`config.mk`:
```
export PLATFORM = sky130hd
export DESIGN_NAME = mem_port_arbiter
export DESIGN_NICKNAME = d
export VERILOG_FILES = /design/src/rtl/mem_port_arbiter.sv
export SDC_FILE = /design/constraint.sdc
export NUM_CORES = 1
export LEC_CHECK = 0
export ABC_AREA = 1
export BUFFER_PORTS_ARGS = -buffer_cell sky130_fd_sc_hd__buf_2
export CELL_PAD_IN_SITES_DETAIL_PLACEMENT = 2
export CELL_PAD_IN_SITES_GLOBAL_PLACEMENT = 2
export CORE_MARGIN = 1
export CORE_UTILIZATION = 26
export CTS_BUF_LIST = sky130_fd_sc_hd__clkbuf_8 sky130_fd_sc_hd__clkbuf_16
export DETAILED_ROUTE_END_ITERATION = 7
export HOLD_SLACK_MARGIN = 0.02
export PLACE_DENSITY = 0.93
export SETUP_SLACK_MARGIN = 0.3
export SLEW_MARGIN = 10
export SYNTH_ARGS = -nofsm -noshare
export SYNTH_HDL_FRONTEND = slang
export SYNTH_SLANG_ARGS = --single-unit
```
`constraint.sdc`:
```
create_clock -name clk -period 6.2 [get_ports clk]
set_clock_uncertainty 0.2 [all_clocks]
set_input_delay 0.93 -clock clk [delete_from_list [all_inputs] [get_ports clk]]
set_output_delay 0.93 -clock clk [all_outputs]
set_load 0.01 [all_outputs]
```
`src/rtl/mem_port_arbiter.sv`:
```
// rtl/mem_port_arbiter.sv - round-robin arbiter sharing one memory port between fetch and load/store
module mem_port_arbiter #(
  parameter int AW  = 32,
  parameter int DW  = 32,
  parameter int LAT = 1
) (
  input  logic          clk,
  input  logic          rst,
  input  logic          f_req,
  input  logic [AW-1:0] f_addr,
  output logic          f_done,
  output logic [DW-1:0] f_rdata,
  input  logic          d_req,
  input  logic          d_we,
  input  logic [AW-1:0] d_addr,
  input  logic [DW-1:0] d_wdata,
  output logic          d_done,
  output logic [DW-1:0] d_rdata,
  output logic          mem_sel,
  output logic          mem_en,
  output logic          mem_we,
  output logic [AW-1:0] mem_addr,
  output logic [DW-1:0] mem_wdata,
  input  logic [DW-1:0] mem_rdata,
  output logic          busy
);

  localparam int            CW       = $clog2(LAT) + 1;
  localparam logic [CW-1:0] CNT_LAST = CW'(LAT - 1);

  typedef enum logic [1:0] {IDLE, ACCESS, RESP} state_t;

  state_t        state_q, state_d;
  logic [CW-1:0] cnt_q, cnt_d;
  logic          last_q, last_d;
  logic          sel_q, sel_d;
  logic          en_q, en_d;
  logic          we_q, we_d;
  logic [AW-1:0] addr_q, addr_d;
  logic [DW-1:0] wdata_q, wdata_d;
  logic          f_done_q, f_done_d;
  logic          d_done_q, d_done_d;
  logic [DW-1:0] f_rdata_q, f_rdata_d;
  logic [DW-1:0] d_rdata_q, d_rdata_d;
  logic          busy_q, busy_d;
  logic          owner;

  always_comb begin
    state_d   = state_q;
    cnt_d     = cnt_q;
    last_d    = last_q;
    sel_d     = sel_q;
    en_d      = en_q;
    we_d      = we_q;
    addr_d    = addr_q;
    wdata_d   = wdata_q;
    f_done_d  = 1'b0;
    d_done_d  = 1'b0;
    f_rdata_d = f_rdata_q;
    d_rdata_d = d_rdata_q;
    busy_d    = busy_q;
    owner     = 1'b0;
    case (state_q)
      IDLE: begin
        if (f_req || d_req) begin
          // On conflict the side that did not win last time goes first.
          owner   = (f_req && d_req) ? ~last_q : d_req;
          sel_d   = owner;
          addr_d  = owner ? d_addr : f_addr;
          wdata_d = owner ? d_wdata : wdata_q;
          we_d    = owner & d_we;
          last_d  = owner;
          cnt_d   = '0;
          en_d    = 1'b1;
          busy_d  = 1'b1;
          state_d = ACCESS;
        end
      end
      ACCESS: begin
        if (cnt_q == CNT_LAST) begin
          if (!we_q) begin
            if (sel_q) d_rdata_d = mem_rdata;
            else       f_rdata_d = mem_rdata;
          end
          en_d     = 1'b0;
          we_d     = 1'b0;
          f_done_d = ~sel_q;
          d_done_d = sel_q;
          state_d  = RESP;
        end else begin
          cnt_d = cnt_q + 1'b1;
        end
      end
      RESP: begin
        busy_d  = 1'b0;
        state_d = IDLE;
      end
      default: state_d = IDLE;
    endcase
  end

  always_ff @(posedge clk or posedge rst) begin
    if (rst) begin
      state_q   <= IDLE;
      cnt_q     <= '0;
      last_q    <= 1'b1;
      sel_q     <= 1'b0;
      en_q      <= 1'b0;
      we_q      <= 1'b0;
      addr_q    <= '0;
      wdata_q   <= '0;
      f_done_q  <= 1'b0;
      d_done_q  <= 1'b0;
      f_rdata_q <= '0;
      d_rdata_q <= '0;
      busy_q    <= 1'b0;
    end else begin
      state_q   <= state_d;
      cnt_q     <= cnt_d;
      last_q    <= last_d;
      sel_q     <= sel_d;
      en_q      <= en_d;
      we_q      <= we_d;
      addr_q    <= addr_d;
      wdata_q   <= wdata_d;
      f_done_q  <= f_done_d;
      d_done_q  <= d_done_d;
      f_rdata_q <= f_rdata_d;
      d_rdata_q <= d_rdata_d;
      busy_q    <= busy_d;
    end
  end

  assign f_done    = f_done_q;
  assign f_rdata   = f_rdata_q;
  assign d_done    = d_done_q;
  assign d_rdata   = d_rdata_q;
  assign mem_sel   = sel_q;
  assign mem_en    = en_q;
  assign mem_we    = we_q;
  assign mem_addr  = addr_q;
  assign mem_wdata = wdata_q;
  assign busy      = busy_q;

endmodule

```
==> impl_metrics.prom <==
# TYPE chip_impl_metric gauge
chip_impl_metric{name="worst_pin_slew",unit="ns"} 0.873
chip_impl_info{name="yosys_most_used_dff",value="dfrtp_1"} 1
chip_impl_metric{name="post_route_cells_drive_above_1_share",unit=""} 0.324
chip_impl_metric{name="grt.overflow.total",unit=""} 0
chip_impl_metric{name="synth-async-reset-ratio",unit=""} 1.00
chip_impl_metric{name="count_of_hold_fix_buffers_inserted_at_cts",unit=""} 0
chip_impl_metric{name="final-instance-count-excl-fill",unit=""} 1267
chip_impl_metric{name="detail_route.drc_violations",unit=""} 0
chip_impl_metric{name="design_area",unit="um2"} 8100
chip_impl_metric{name="port_buffers",unit=""} 266
chip_impl_info{name="netlist_top_cells_area",value="dfrtp_1, nand2_1, nand3_1, inv_1, buf_2"} 1
chip_impl_metric{name="antenna_violations_before_repair",unit=""} 2
chip_impl_metric{name="slew_viol_final",unit=""} 0
chip_impl_metric{name="hold_viol",unit=""} 0
chip_impl_info{name="cp-end-kind",value="flip-flop"} 1
chip_impl_metric{name="cp.required",unit="ns"} 6.29
chip_impl_metric{name="core_area",unit="um2"} 22600
chip_impl_metric{name="drt-wirelength-per-cell",unit="um"} 17.1
chip_impl_metric{name="drt-pass1-iter-count",unit=""} 6
chip_impl_metric{name="grt.met1_usage",unit=""} 0.232
chip_impl_info{name="min-delay-start",value="d_rdata[29]"} 1
chip_impl_metric{name="htree_num_levels",unit=""} 4
chip_impl_metric{name="yosys.area.top_type_share",unit=""} 0.571
chip_impl_info{name="outcome",value="finished clean"} 1
chip_impl_metric{name="timing.setup.tns",unit="ns"} 0
chip_impl_metric{name="clock.fmax",unit="MHz"} 280
chip_impl_metric{name="syn_to_final_growth",unit="%"} 36.0
chip_impl_metric{name="globalRouteMet2Util",unit=""} 0.329
chip_impl_metric{name="die_area",unit="um2"} 23500
chip_impl_metric{name="pwr_density_cell",unit="nW/um2"} 556
chip_impl_metric{name="pin_count_of_the_biggest_net_entering_global_routing",unit=""} 85
chip_impl_metric{name="pin_count",unit=""} 267
chip_impl_metric{name="placement.cell_area",unit="um2"} 7460
chip_impl_metric{name="layout_worst_path_cycle_share",unit=""} 0.575
chip_impl_metric{name="post_cts.repair.setup_buffers",unit=""} 0
chip_impl_metric{name="min_path_cells",unit=""} 2
chip_impl_metric{name="ys_seq_elements",unit=""} 137
chip_impl_info{name="cts-root-buf",value="clkbuf_16"} 1
chip_impl_metric{name="period_minus_slack",unit="ns"} 3.57
chip_impl_metric{name="static-leakage-power",unit="uW"} 0.00478
chip_impl_metric{name="dr_total_vias",unit=""} 5861
chip_impl_metric{name="placement_rows",unit=""} 55
chip_impl_metric{name="finish.utilization",unit=""} 0.359
chip_impl_info{name="start_kind",value="input pin"} 1
chip_impl_metric{name="routabilityCongestion",unit=""} 0.749
chip_impl_metric{name="clkLatencyLatePin",unit="ns"} 0.41
chip_impl_metric{name="placement.setup.worst_slack",unit="ns"} 1.61
chip_impl_metric{name="finalSetupViolCount",unit=""} 0
chip_impl_metric{name="post_synth.cell_area_avg",unit="um2"} 8.24
chip_impl_info{name="crit-reg2reg-launch",value="last_q"} 1
chip_impl_metric{name="dieWidth",unit="um"} 153
chip_impl_metric{name="worst_ir_drop_vdd",unit="uV"} 183
chip_impl_metric{name="start_util",unit=""} 0.264
chip_impl_metric{name="synth_edf_count",unit=""} 0
chip_impl_metric{name="detailedRoute.firstIterationViolations",unit=""} 222
chip_impl_metric{name="cts.repair.resized",unit=""} 0
chip_impl_metric{name="worst_setup_hold_path_clk_slew",unit="ns"} 0.06
chip_impl_metric{name="ys_seq_area_frac",unit=""} 0.576
chip_impl_metric{name="placed_cells_incl_taps",unit=""} 1234
chip_impl_metric{name="cts-buffers-inserted",unit=""} 17
chip_impl_info{name="grt_most_used_layer",value="met2"} 1
chip_impl_metric{name="floorplan.die.height",unit="um"} 153
chip_impl_metric{name="post_synth_num_cell_types",unit=""} 19
chip_impl_metric{name="layout_setup_ws",unit="ns"} 2.63
chip_impl_info{name="timing.critical_path.from",value="f_req"} 1
chip_impl_metric{name="antenna_left",unit=""} 0
chip_impl_metric{name="worst_ep_arrival_time",unit="ns"} 3.65
chip_impl_info{name="rsz0062_at_grt",value="false"} 1
chip_impl_metric{name="numClockSinks",unit=""} 137
chip_impl_info{name="min-delay-path-class",value="flip-flop to flip-flop"} 1
chip_impl_metric{name="final_nets",unit=""} 1101
chip_impl_metric{name="place.detailed.hpwl",unit="mm"} 15.6
chip_impl_metric{name="ff2ff_path_depth",unit=""} 6
chip_impl_metric{name="track_usage",unit=""} 0.190
chip_impl_metric{name="grt_first_pass_wirelength",unit="mm"} 34.9
chip_impl_metric{name="post_synth_instance_area",unit="um2"} 5960
chip_impl_metric{name="maximum_count_of_clock_buffers_along_a_single_path",unit=""} 2
chip_impl_metric{name="post_drt_via_cell_ratio",unit=""} 4.63
chip_impl_metric{name="ys_warn_count",unit=""} 0
chip_impl_info{name="synth_top_cells_by_count",value="nand2_1, nand3_1, dfrtp_1"} 1
chip_impl_info{name="worst-setup-path-type",value="input pin to flip-flop"} 1
chip_impl_metric{name="max-slew-margin-rel",unit=""} 0.417
chip_impl_info{name="synthMostInstantiatedCell",value="nand2_1"} 1
chip_impl_metric{name="crit_fanout",unit=""} 34
chip_impl_metric{name="wl",unit="mm"} 21.7
chip_impl_info{name="tritoncts",value="done"} 1
chip_impl_metric{name="grt_pass1_vias",unit=""} 6428
chip_impl_metric{name="grt_use_met3",unit=""} 0.0459
chip_impl_metric{name="synthesis.instances",unit=""} 723
chip_impl_info{name="synthDominantAreaCellType",value="dfrtp_1"} 1
chip_impl_metric{name="postSynthNetCount",unit=""} 856
chip_impl_metric{name="number_of_violations_of_the_max_capacitance_limit",unit=""} 0
-- per-layer routing --
| layer | up-vias | wire, um |
|---|---|---|
| met2 | 185 | 11000 |
| met5 | - | 13 |
| met3 | 25 | 1100 |
| met1 | 2908 | 9250 |
| met4 | 2 | 390 |
| li1 | 2741 | - |
-- critical path: stages --
cell	delay, ns
buf_2	0.12
nand2_2	0.49
nand2_2	0.60
inv_2	0.66
nand2_2	0.55
nand2_1	0.19
nand2_1	0.09
-- cell type report --
class	count	area (um2)
repair buffers	270	1360
diodes	1	2.50
well taps	285	357
multi-input cells	471	2040
flip-flops and latches	137	3430
clock buffers	17	425
inverters	71	272
fillers	2624	14500
clock inverters	15	213
-- cell families after synthesis --
logic type / share of synthesized area
buf+inv: 0.0823
flops: 0.576
simple gates: 0.339
compound gates: 0.00315
-- where the power goes --
part / internal (uW) / switching [uW] / total [uW]
Combinational: 602 / 1180 / 1780
Sequential: 1340 / 268 / 1610
Clock: 684 / 430 / 1110
Total: 2630 / 1880 / 4500
-- registers in the layout, indices dropped and copies added (netlist names) --
signal,count
busy,1
d_rdata,32
mem_we,1
f_rdata,32
mem_wdata,32
mem_addr,32
d_done,1
mem_sel,1
state_q,2
mem_en,1
f_done,1
last_q,1
-- layout by cell type, fill, tap and decap left out --
cell type / synthesis / routed
clkbuf_16: 0 / 17
inv_6: 0 / 6
buf_4: 8 / 4
inv_1: 68 / 67
clkinvlp_4: 0 / 1
o21ai_1: 1 / 1
nor2_8: 2 / 2
bufinv_16: 0 / 4
buf_2: 23 / 266
nand2_1: 296 / 295
inv_8: 0 / 1
nand2_2: 4 / 5
inv_2: 3 / 4
o21ai_0: 1 / 1
clkinv_4: 0 / 3
nand2_4: 1 / 1
nand3_1: 162 / 162
diode_2: 0 / 1
o21ai_2: 1 / 1
dfrtp_1: 136 / 136
nor2_4: 1 / 1
dfstp_2: 1 / 1
nor2_2: 1 / 1
nor2_1: 1 / 1
-- per-stage QoR --
| stage | hold slack, ns | total power (uW) |
|---|---|---|
| floorplan | 0.243 | 2610 |
| global route | 0.299 | 4840 |
| global placement | 0.249 | 3310 |
| finish | 0.271 | 4500 |
| detailed placement | 0.258 | 3450 |
| CTS | 0.274 | 4590 |
-- final timing paths --
kind                       slack (ns)             to
setup / recovery                 2.63  mem_wdata[24]
hold / removal                   0.27    d_rdata[29]
setup reg to reg                 2.90  mem_wdata[24]
hold reg to reg                  0.27    d_rdata[29]
max in group asynchronous        4.15    d_rdata[24]
min in group asynchronous        0.43   mem_wdata[6]
Note: power is estimated with default switching activity, not from simulation.
